$ cat src/rtl/systolic_array_pkg.sv
// Shared types for the systolic array datapath: word type, writeback FSM states
// and the ReLU helper used by y_writeback when Y_WRITEBACK_RELU_EN is defined.
package systolic_array_pkg;

    localparam int WORD_W = 32;

    typedef logic [WORD_W-1:0] word_t;

    typedef enum logic [2:0] {
        WB_IDLE,
        WB_WAIT_SA,
        WB_SEL_ROW,
        WB_WRITE,
        WB_DONE
    } wb_state_t;

    // Clamp negative two's-complement words to zero.
    function automatic word_t relu_word(input word_t w);
        return w[WORD_W-1] ? '0 : w;
    endfunction

endpackage

$ cat src/rtl/y_writeback.sv
// Streams the N x N result tile from the systolic array into SPAD_Y port0,
// one word per cycle, row-major. Define Y_WRITEBACK_RELU_EN to clamp negatives.
module y_writeback
    import systolic_array_pkg::*;
#(
    parameter int N          = 4,
    parameter int AW         = 6,
    parameter int DW         = 32,
    parameter int ROW_STRIDE = N
) (
    input  logic                       clk,
    input  logic                       n_rst,
    input  logic                       start_i,
    input  logic [AW-1:0]              base_addr_y,
    input  logic                       sa_stall_i,
    output logic [$clog2(N)-1:0]       y_index_o,
    input  logic [N-1:0][DW-1:0]       y_row_i,
    output logic                       spad_y_csb0_o,
    output logic [AW-1:0]              spad_y_addr0_o,
    output logic [DW-1:0]              spad_y_din0_o,
    output logic                       busy_o,
    output logic                       done_o
);

    localparam int RW = $clog2(N);
    localparam logic [RW-1:0] LAST = RW'(N - 1);

    wb_state_t      state_q, state_d;
    logic [RW-1:0]  row_q, row_d, col_q, col_d, yidx_q, yidx_d;
    logic [AW-1:0]  base_q, base_d, addr_q, addr_d;
    logic [DW-1:0]  din_q, din_d;
    logic           csb_q, csb_d, busy_q, busy_d, done_q, done_d;

    always_ff @(posedge clk or negedge n_rst) begin
        if (!n_rst) begin
            state_q <= WB_IDLE;
            row_q   <= '0;
            col_q   <= '0;
            yidx_q  <= '0;
            base_q  <= '0;
            addr_q  <= '0;
            din_q   <= '0;
            csb_q   <= 1'b1;
            busy_q  <= 1'b0;
            done_q  <= 1'b0;
        end else begin
            state_q <= state_d;
            row_q   <= row_d;
            col_q   <= col_d;
            yidx_q  <= yidx_d;
            base_q  <= base_d;
            addr_q  <= addr_d;
            din_q   <= din_d;
            csb_q   <= csb_d;
            busy_q  <= busy_d;
            done_q  <= done_d;
        end
    end

    always_comb begin
        state_d = state_q;
        row_d   = row_q;
        col_d   = col_q;
        yidx_d  = yidx_q;
        base_d  = base_q;
        addr_d  = addr_q;
        din_d   = din_q;
        csb_d   = 1'b1;
        busy_d  = busy_q;
        done_d  = 1'b0;
        unique case (state_q)
            WB_IDLE: begin
                // busy stays up through the done cycle so a start there is dropped
                if (done_q) busy_d = 1'b0;
                if (start_i && !busy_q) begin
                    state_d = WB_WAIT_SA;
                    base_d  = base_addr_y;
                    row_d   = '0;
                    busy_d  = 1'b1;
                end
            end
            WB_WAIT_SA: begin
                if (!sa_stall_i) begin
                    state_d = WB_SEL_ROW;
                    yidx_d  = row_q;
                end
            end
            WB_SEL_ROW: begin
                state_d = WB_WRITE;
                col_d   = '0;
            end
            WB_WRITE: begin
                csb_d  = 1'b0;
                addr_d = base_q + AW'(row_q) * AW'(ROW_STRIDE) + AW'(col_q);
`ifdef Y_WRITEBACK_RELU_EN
                din_d  = relu_word(y_row_i[col_q]);
`else
                din_d  = y_row_i[col_q];
`endif
                if (col_q == LAST) begin
                    if (row_q == LAST) begin
                        state_d = WB_DONE;
                    end else begin
                        state_d = WB_SEL_ROW;
                        row_d   = row_q + 1'b1;
                        yidx_d  = row_q + 1'b1;
                    end
                end else begin
                    col_d = col_q + 1'b1;
                end
            end
            WB_DONE: begin
                done_d  = 1'b1;
                state_d = WB_IDLE;
            end
            default: state_d = WB_IDLE;
        endcase
    end

    assign y_index_o      = yidx_q;
    assign spad_y_csb0_o  = csb_q;
    assign spad_y_addr0_o = addr_q;
    assign spad_y_din0_o  = din_q;
    assign busy_o         = busy_q;
    assign done_o         = done_q;

endmodule

$ cat config.mk
export PLATFORM = sky130hd
export DESIGN_NAME = y_writeback
export DESIGN_NICKNAME = d
export VERILOG_FILES = /design/src/rtl/systolic_array_pkg.sv /design/src/rtl/y_writeback.sv
export SDC_FILE = /design/constraint.sdc
export NUM_CORES = 1
export LEC_CHECK = 0
export ABC_CLOCK_PERIOD_IN_PS = 4510
export CAP_MARGIN = 0
export CORE_MARGIN = 2
export CORE_UTILIZATION = 45
export DETAILED_ROUTE_END_ITERATION = 16
export DONT_BUFFER_PORTS = 1
export PLACE_DENSITY = 0.56
export SKIP_CTS_REPAIR_TIMING = 1
export SLEW_MARGIN = 20
export SYNTH_ARGS = -nofsm -noshare
export SYNTH_HDL_FRONTEND = slang
export SYNTH_SLANG_ARGS = --single-unit
$ cat constraint.sdc
create_clock -name clk -period 4.51 [get_ports clk]
set_input_delay 0.2255 -clock clk [delete_from_list [all_inputs] [get_ports clk]]
set_output_delay 0.2255 -clock clk [all_outputs]
set_load 0.02 [all_outputs]
==> summary.txt, run 1 <==
STA
  – Final Max Tran Viols: 0
  – Final Hold Fails: 0
  – F_max: 0.416 GHz
  – Share of the clock period used by the worst path: 0.534
  – RSZ-0062 raised after global routing: no
  – Slew margin rel.: 0.519
  – Setup TNS: 0 ps
  – Post-layout min period: 2410 ps
  – Final setup vio count: 0
  – Max Clock Skew: 8.73 ps
  – Worst Tran Pin Value: 721 ps

Drt
  – Routed Antenna Nets: 0
  – WL/cell: 22.0 microns
  – TritonRoute pass-1 iters: 4
  – Detailed-route DRC error count: 0
  – Vias per cell: 5.95
  – Drt total wl: 6800 microns
  – DR iter-0 viols: 58
  – Vias: 1840

Place
  – Cell Area, Placed: 3200 sq um
  – Detailed Place HPWL: 5350 microns
  – Port Buffer Count: 0
  – Placer congestion estimate: 0.830

Synth
  – Post-synth EDFFs: 0
  – Area leader, netlist: dfrtp_1
  – Syn Nets: 360
  – Post-Synth Simple-Gate Area: 0.0545
  – Mux contribution to synthesized area: 0.379
  – Xor-xnor portion of the synthesized cell area: 0.0111
  – Async SR Flop Fraction: 1.00
  – Sequential area share after synthesis: 0.443
  – Cell variety after synth: 35
  – Yosys top cell area share: 0.434
  – Register bit total from synthesis: 56
  – Avg Inst Size Synth: 14.8 sq um
  – Main combinational cell family by area after synthesis: multiplexers
  – Mapped Area: 3170 sq um
  – Synth top area cells: dfrtp_1 (43%), mux4_2 (22%), mux2_2 (14%), ha_1 (2.8%), buf_6 (1.8%)
  – Ys flop type: dfrtp_1
  – Post-synthesis compound-gate area fraction: 0.0355
  – Yosys Warn Count: 0
  – Syn Inst Count: 214
  – Post-synthesis adder-cell area fraction: 0.0340

Clock network
  – Clk_lat worst skew: 290 ps
  – CTS tree: built
  – Clock buffer count from CTS: 5
  – Htree depth: 2
  – CTS sink cnt: 56
  – Root Buffer: clkbuf_8
  – Clk pin slew, worst setup/hold paths: 100 ps
  – Bufs on Longest Clock Path: 2

Floorplan
  – Die Area: 7730 sq um
  – Num ports: 181
  – Initial Util: 0.466
  – CORE AREA: 6790 sq um
  – Die X: 87.9 microns
  – Die Span Y: 87.9 microns
  – Row count: 30

Cells and area
  – Final core utilization: 0.492
  – Fillcell total: 589
  – Diodes inserted: 0
  – Layout area overhead: 5.49%
  – Design area: 3340 sq um
  – Fin nets: 358
  – Share of layout cells above drive strength 1: 0.418

Critical path
  – Crit path DAT: 2580 ps
  – Worst setup EP type: register
  – Worst-path maximum fanout: 18
  – Crit Path Category: register to register
  – Req. time, crit path: 4690 ps
  – CP Launch Type: register

Power and ir drop
  – Pwr Density: 799 nW/um^2
  – Max VDD drop: 291 uV
  – Pleak: 1.32 nW

Job
  – Max_cap viols: 0

Global route
  – Largest net degree at the start of global routing: 57
  – Global route overflow: 0
  – First-pass GRT wire length: 10100 microns
  – Vias in the first global route: 2035
  – Initial antenna violation count: 0
  – GRT Total Usage: 0.173

Outcome
  – Status: completed

Worst hold path
  – Worst hold path type: input port to register
-- metrics by stage --
stage / hold WS (ps) / power, mW / std cells / setup WS [ps]
6_report: 48.0 / 2.67 / 309 / 2100
5_1_grt: 50.5 / 2.89 / 309 / 1860
4_1_cts: -409 / 2.69 / 306 / 2000
2_1_floorplan: -70.1 / 2.24 / 214 / 2610
3_3_place_gp: -68.8 / 2.37 / 298 / 2100
3_5_place_dp: -68.8 / 2.41 / 298 / 1990
-- registers in the layout, indices dropped and copies added (netlist names) --
name            flops
spad_y_din0_o      32
state_q             3
row_q               2
col_q               2
spad_y_csb0_o       1
y_index_o           2
done_o              1
base_q              6
spad_y_addr0_o      6
busy_o              1
-- worst paths after layout --
check | to | startpoint | slack, ps | depth (start not counted)
worst max-delay path | spad_y_addr0_o[4]$_DFFE_PN0P_ | col_q[1]$_DFFE_PN0P_ | 2100 | 7
min in group asynchronous | spad_y_addr0_o[0]$_DFFE_PN0P_ | n_rst | 470 | 2
max in group asynchronous | spad_y_csb0_o$_DFF_PN1_ | n_rst | 3760 | 2
worst min register to register | base_q[3]$_DFFE_PN0P_ | base_q[3]$_DFFE_PN0P_ | 540 | 1
worst min-delay path | base_q[1]$_DFFE_PN0P_ | base_addr_y[1] | 50 | 2
worst max register to register | spad_y_addr0_o[4]$_DFFE_PN0P_ | col_q[1]$_DFFE_PN0P_ | 2100 | 7
-- power by group --
group	switching (mW)	total, mW	internal, mW	leakage [nW]
clock network	0.152	0.275	0.123	0.0510
logic	0.456	1.15	0.696	0.603
registers	0.481	1.24	0.762	0.662
-- critical path, stage by stage (launching register included) --
cell      delay (ps)
dfrtp_1          820
buf_4            380
inv_1            120
fa_1             470
nand2b_1         160
a21oi_1          150
xnor2_1          120
o21ai_0           80
-- synth_stat cells (all sizes together) (2+ instances only) --
cell type and count:
xnor2 3, o21ai 8, mux4 32, a22o 2, ha 7, nand2b 3, inv 6, dfrtp 55
nand3 2, nand3b 2, nand2 12, nor2 10, buf 14, mux2 41, a21oi 2
-- cell families after synthesis --
group,count (synthesis)
xor gates and xnor gates,4
buffers and inverters,21
muxes,74
and+or+nand+nor,33
DFF,56
adders and majority gates,8
AOI/OAI and AO/OA,18
-- cells in the final DEF (no fill, tap or decap), types with 2 or more instances in the layout --
cell | synthesis | layout
buf_4 | 4 | 3
nand2_1 | 12 | 12
xnor2_1 | 3 | 3
nand3_1 | 2 | 2
dfrtp_1 | 55 | 54
clkbuf_8 | 0 | 6
mux4_2 | 31 | 31
nand3b_1 | 2 | 2
a22o_1 | 2 | 2
nor2_1 | 9 | 9
clkinv_2 | 0 | 2
ha_1 | 7 | 7
a21oi_1 | 2 | 2
nand2b_1 | 3 | 3
mux2_2 | 40 | 40
inv_1 | 6 | 6
o21ai_0 | 8 | 8
-- final cells by class --
type | instances | area [sq um] | area share
tap | 96 | 120 | 0.0359
sequential | 56 | 1400 | 0.420
clock buffer | 6 | 82.6 | 0.0247
clock inverter | 2 | 10.0 | 0.00300
multi-input combinational | 137 | 1630 | 0.487
inverter | 6 | 22.5 | 0.00674
timing repair buffer | 6 | 75.1 | 0.0225
-- layer usage --
layer  global-route usage  wire length [microns]  vias up
met5                    0                      0        -
met3               0.0575                    710        6
met2                0.299                   3590       99
li1                     -                      -      805
met4               0.0392                     67        0
met1                0.212                   2420      930
Note: power is estimated with default switching activity, not from simulation.
==> run 2, diff against run 1 <==
--- a/config.mk
+++ b/config.mk
@@ -5,7 +5,7 @@
 export SDC_FILE = /design/constraint.sdc
 export NUM_CORES = 1
 export LEC_CHECK = 0
-export ABC_CLOCK_PERIOD_IN_PS = 4510
+export ABC_CLOCK_PERIOD_IN_PS = 2400
 export CAP_MARGIN = 0
 export CORE_MARGIN = 2
 export CORE_UTILIZATION = 45
==> constraint.sdc (replaced) <==
create_clock -name clk -period 2.4 [get_ports clk]
set_input_delay 0.12 -clock clk [delete_from_list [all_inputs] [get_ports clk]]
set_output_delay 0.12 -clock clk [all_outputs]
set_load 0.02 [all_outputs]
==> run 2 against run 1 <==
Clock power increased by 120%. Register-to-register slack got worse by 1500 ps. Utilization increased by 1.3 points. Critical path depth unchanged. Via count increased by 1.9%. Hold slack improved by 11 ps. Non-clock buffer count increased by 7. Clock-buffer cell count unchanged. Global-route usage about the same.
==> summary.txt, run 2 (same netlist as run 1, synthesis figures left out) <==
Power and ir drop
  – Pwr Density: 1500 nW/um^2
  – Max VDD drop: 540 uV
  – Pleak: 1.35 nW
  – Total power: 5.14 mW

Place
  – Detailed Place HPWL: 5480 microns
  – Port Buffer Count: 0
  – Placer congestion estimate: 0.839
  – Dpl cells: 300

Clock network
  – Clk_lat worst skew: 300 ps
  – Htree depth: 2
  – CTS tree: built
  – Clock buffer count from CTS: 5
  – Root Buffer: clkbuf_8
  – Bufs on Longest Clock Path: 2
  – CTS sink cnt: 56
  – Clk pin slew, worst setup/hold paths: 100 ps

STA
  – Worst Tran Pin Value: 641 ps
  – Final setup vio count: 0
  – Max Clock Skew: 4.39 ps
  – Setup TNS: 0 ps
  – Slew margin rel.: 0.569
  – Share of the clock period used by the worst path: 0.751
  – Fin Hold WS: 58.7 ps
  – RSZ-0062 raised after global routing: no
  – F_max: 0.555 GHz
  – Post-layout min period: 1800 ps
  – Final Max Tran Viols: 0
  – Final Hold Fails: 0

Critical path
  – Worst-path maximum fanout: 7
  – Req. time, crit path: 2590 ps
  – CP Launch Type: register
  – Worst setup EP type: register
  – Crit Path Category: register to register
  – Crit path DAT: 1990 ps

Drt
  – WL/cell: 21.8 microns
  – DR iter-0 viols: 52
  – Detailed-route DRC error count: 0
  – Drt total wl: 6910 microns
  – Routed Antenna Nets: 0
  – Vias: 1875
  – Vias per cell: 5.91
  – TritonRoute pass-1 iters: 2

Floorplan
  – Num ports: 181
  – Row count: 30
  – Die Area: 7730 sq um
  – Die Span Y: 87.9 microns
  – Initial Util: 0.466
  – CORE AREA: 6790 sq um
  – Die X: 87.9 microns

Cells and area
  – Non-Filler Instances: 317
  – Most frequent cells in the layout: dfrtp_1 (54), mux2_2 (40), mux4_2 (31)
  – Max reg flops: 32
  – Fin nets: 365
  – Share of layout cells above drive strength 1: 0.405
  – Most common cell after layout, fill and taps aside: dfrtp_1
  – Layout area overhead: 8.33%

Worst hold path
  – Worst hold path type: input port to register

Global route
  – GRT Total Usage: 0.174
  – First-pass GRT wire length: 10100 microns
  – Vias in the first global route: 2025
  – Largest net degree at the start of global routing: 57
  – Initial antenna violation count: 1
  – Global route overflow: 0

Outcome
  – Status: completed

Job
  – Max_cap viols: 0
==> run 2: stage by stage <==
stage / setup WS, ps / area, sq um / util
detailed placement: 594 / 3220 / 0.475
finish: 597 / 3430 / 0.505
floorplan: 500 / 3170 / -
global placement: 654 / 3220 / 0.475
CTS: 577 / 3330 / 0.490
global route: 477 / 3430 / 0.505
==> run 2: final timing paths <==
check / start / end / slack (ps) / cells past startpoint
min in group asynchronous: n_rst / base_q[3]$_DFFE_PN0P_ / 320 / 2
setup reg to reg: col_q[0]$_DFFE_PN0P_ / spad_y_addr0_o[4]$_DFFE_PN0P_ / 600 / 7
hold / removal: sa_stall_i / state_q[0]$_DFFE_PN0P_ / 60 / 2
setup / recovery: col_q[0]$_DFFE_PN0P_ / spad_y_addr0_o[4]$_DFFE_PN0P_ / 600 / 7
max in group asynchronous: n_rst / spad_y_csb0_o$_DFF_PN1_ / 1800 / 2
hold reg to reg: base_q[2]$_DFFE_PN0P_ / base_q[2]$_DFFE_PN0P_ / 540 / 1
==> run 2: final cells by class <==
class	count	area (sq um)
fillers	595	3360
multi-input cells	137	1630
flip-flops and latches	56	1400
repair buffers	13	148
well taps	96	120
clock buffers	6	72.6
clock inverters	2	35.0
inverters	6	22.5
diodes	1	2.50
==> run 2: where the power goes <==
part	switching, mW	total (mW)	internal, mW
registers	0.844	2.28	1.43
clock network	0.295	0.606	0.310
logic	0.927	2.26	1.33
total	2.07	5.14	3.08
==> run 2: critical path: stages, from the launching register on <==
cell and delay, ps:
dfrtp_2 510, ha_1 210, inv_1 60, fa_1 390
nand2b_1 160, a21oi_1 150, xnor2_1 130, o21ai_0 80
==> run 2: layer usage <==
metal | routed length (microns) | part of all wire | up-vias | global-route usage
met4 | 81 | 0.012 | 0 | 0.0503
met1 | 2370 | 0.34 | 945 | 0.199
met2 | 3760 | 0.54 | 104 | 0.305
met3 | 701 | 0.10 | 7 | 0.0631
met5 | 0 | 0 | - | 0
li1 | - | - | 819 | -
==> run 3, diff against run 2 <==
--- a/config.mk
+++ b/config.mk
@@ -5,13 +5,14 @@
 export SDC_FILE = /design/constraint.sdc
 export NUM_CORES = 1
 export LEC_CHECK = 0
-export ABC_CLOCK_PERIOD_IN_PS = 2400
+export ABC_AREA = 1
+export ABC_CLOCK_PERIOD_IN_PS = 1450
 export CAP_MARGIN = 0
 export CORE_MARGIN = 2
 export CORE_UTILIZATION = 45
 export DETAILED_ROUTE_END_ITERATION = 16
 export DONT_BUFFER_PORTS = 1
-export PLACE_DENSITY = 0.56
+export PLACE_DENSITY = 0.58
 export SKIP_CTS_REPAIR_TIMING = 1
 export SLEW_MARGIN = 20
 export SYNTH_ARGS = -nofsm -noshare
==> constraint.sdc (replaced) <==
create_clock -name clk -period 1.45 [get_ports clk]
set_input_delay 0.0725 -clock clk [delete_from_list [all_inputs] [get_ports clk]]
set_output_delay 0.0725 -clock clk [all_outputs]
set_load 0.02 [all_outputs]
==> run 3 against run 2 <==
Flip-flop and latch count unchanged. Hold slack got worse by 78 ps. Cell area grew 17%. Register-to-register slack worse by 580 ps. The run now ends with hold timing left. Total power increased by 51%. Sequential power increased by 46%. First-iteration DRC count rose by 130%. Largest power group unchanged. Critical path depth unchanged. Die area is 5.6% higher. Clock skew rose by 8.0 ps.
==> summary.txt, run 3 <==
Outcome
  – Status: finished, violations left
  – Failing checks: hold timing

Cells and area
  – Max reg flops: 32
  – Design area: 4010 sq um
  – Diodes inserted: 0
  – Non-Filler Instances: 590
  – Most common cell after layout, fill and taps aside: nor2_1
  – Fin nets: 636
  – Final core utilization: 0.553
  – Share of layout cells above drive strength 1: 0.0957
  – Layout area overhead: 19.6%
  – Fillcell total: 685
  – Most frequent cells in the layout: nor2_1 (169), o21ai_0 (59), dfrtp_1 (53)

Global route
  – Vias in the first global route: 2698
  – Global route overflow: 0
  – Initial antenna violation count: 0
  – GRT Total Usage: 0.204
  – Largest net degree at the start of global routing: 57
  – First-pass GRT wire length: 13700 microns

Synth
  – Commonest cells post-synth: nor2_1 (169), o21ai_0 (59), dfrtp_1 (55), nand2_1 (38), a31oi_1 (34)
  – Async SR Flop Fraction: 1.00
  – Main combinational cell family by area after synthesis: simple AND/OR/NAND/NOR gates
  – Xor-xnor portion of the synthesized cell area: 0.00261
  – Yosys Warn Count: 0
  – Post-synthesis compound-gate area fraction: 0.189
  – Cell variety after synth: 27
  – Post-Synth Simple-Gate Area: 0.275
  – Post-synth EDFFs: 0
  – Mapped Area: 3350 sq um
  – Synth top area cells: dfrtp_1 (41%), nor2_1 (19%), o21ai_0 (8.8%), a31oi_1 (6.3%), nand2_1 (4.3%)
  – Mux contribution to synthesized area: 0
  – Most frequent cell after synthesis: nor2_1
  – Post-synthesis adder-cell area fraction: 0.0321
  – Area leader, netlist: dfrtp_1
  – Sequential area share after synthesis: 0.418
  – Syn Nets: 608
  – Syn Inst Count: 462
  – Avg Inst Size Synth: 7.26 sq um
  – Yosys top cell area share: 0.410
  – Ys flop type: dfrtp_1
  – Register bit total from synthesis: 56

Drt
  – Detailed-route DRC error count: 0
  – WL/cell: 15.5 microns
  – Vias: 3172
  – Routed Antenna Nets: 0
  – Drt total wl: 9160 microns
  – DR iter-0 viols: 120
  – TritonRoute pass-1 iters: 4
  – Vias per cell: 5.38

Power and ir drop
  – Total power: 7.78 mW
  – Pleak: 1.71 nW
  – Pwr Density: 1940 nW/um^2
  – Max VDD drop: 685 uV

Critical path
  – Worst-path maximum fanout: 2
  – Req. time, crit path: 1690 ps
  – R2R setup slack: 20 ps
  – Reg-to-Reg Start: col_q[0]$_DFFE_PN0P_
  – Crit path DAT: 1670 ps
  – Worst R2R End: spad_y_addr0_o[4]$_DFFE_PN0P_
  – CP Launch Type: register
  – Worst setup EP type: register
  – Crit Path Category: register to register
  – Reg2reg path depth: 7

Place
  – Placer congestion estimate: 0.823
  – Dpl cells: 544
  – Cell Area, Placed: 3440 sq um
  – Port Buffer Count: 0
  – Detailed Place HPWL: 6230 microns

Job
  – Max_cap viols: 0

Floorplan
  – Die X: 90.3 microns
  – Die Area: 8160 sq um
  – Num ports: 181
  – Row count: 31
  – Die Span Y: 90.3 microns
  – Initial Util: 0.462
  – CORE AREA: 7250 sq um

Clock network
  – Clk_lat worst skew: 310 ps
  – Bufs on Longest Clock Path: 2
  – Clock buffer count from CTS: 5
  – Root Buffer: clkbuf_8
  – CTS sink cnt: 56
  – Clk pin slew, worst setup/hold paths: 110 ps
  – CTS tree: built
  – Htree depth: 2

STA
  – Setup TNS: 0 ps
  – Fin Hold WS: -19.7 ps
  – Share of the clock period used by the worst path: 0.986
  – Post-layout min period: 1430 ps
  – Slew margin rel.: 0.748
  – Final setup vio count: 0
  – F_max: 0.699 GHz
  – Worst Tran Pin Value: 378 ps
  – Final Max Tran Viols: 0
  – Max Clock Skew: 12.4 ps
  – RSZ-0062 raised after global routing: yes
  – Final Hold Fails: 9

Worst hold path
  – Hold Crit Start: y_row_i[60]
  – Worst hold path type: input port to register
  – Hold Crit Depth: 2
  – WHS Endpoint: spad_y_din0_o[28]$_DFFE_PN0P_
run 3: cell types whose count changed after synthesis, sizes merged, moves of 4 or more:
cell,change
a21oi,+4
a31oi,+34
buf,+9
clkbuf,+7
inv,+15
mux2,-41
mux4,-32
nand2,+29
nand3,+9
nor2,+162
o21ai,+68
run 3: area by class of cell:
class	instances	area, sq um	area share
inverter	21	83.8	0.0209
sequential	56	1410	0.350
clock buffer	6	72.6	0.0181
timing repair buffer	52	552	0.138
tap	99	124	0.0309
clock inverter	2	60.1	0.0150
multi-input combinational	354	1710	0.427
run 3: worst max-delay path: stages (launching register included):
cell and delay [ps]:
dfrtp_2 380, ha_2 180, inv_2 40, fa_2 330, nand3b_1 180, nand2_1 70
nand2_1 40, a31oi_1 140
run 3: kinds of logic after synthesis:
kind of cell | Yosys count
flops | 56
compound gates | 117
fa+ha+maj | 8
simple gates | 228
xor+xnor | 1
buf+inv | 52
run 3: worst max-delay path by stage:
stage                     startpoint                       endpoint
2_1_floorplan   col_q[0]$_DFFE_PN0P_  spad_y_addr0_o[4]$_DFFE_PN0P_
3_3_place_gp   base_q[0]$_DFFE_PN0P_  spad_y_addr0_o[4]$_DFFE_PN0P_
3_5_place_dp    col_q[0]$_DFFE_PN0P_  spad_y_addr0_o[4]$_DFFE_PN0P_
4_1_cts         col_q[0]$_DFFE_PN0P_  spad_y_addr0_o[4]$_DFFE_PN0P_
5_1_grt        base_q[0]$_DFFE_PN0P_  spad_y_addr0_o[4]$_DFFE_PN0P_
6_report        col_q[0]$_DFFE_PN0P_  spad_y_addr0_o[4]$_DFFE_PN0P_
run 3: per-stage QoR:
| stage | hold WS (ps) | setup WS, ps |
|---|---|---|
| 2_1_floorplan | -223 | -8.50 |
| 3_3_place_gp | -222 | 28.9 |
| 3_5_place_dp | -221 | -11.5 |
| 4_1_cts | -566 | -15.0 |
| 5_1_grt | 5.26 | -90.9 |
| 6_report | -19.7 | 20.3 |
run 3: power by group:
part	switching, mW	total, mW	internal (mW)
combinational	1.96	3.27	1.31
clock	0.510	1.20	0.691
sequential	1.14	3.32	2.18
total	3.61	7.78	4.18
run 3: routing by layer:
metal | global-route usage | vias up | part of all wire
li1 | - | 1574 | -
met1 | 0.262 | 1458 | 0.42
met2 | 0.345 | 135 | 0.49
met3 | 0.0668 | 5 | 0.081
met4 | 0.0269 | 0 | 0.0054
met5 | 0 | - | 0
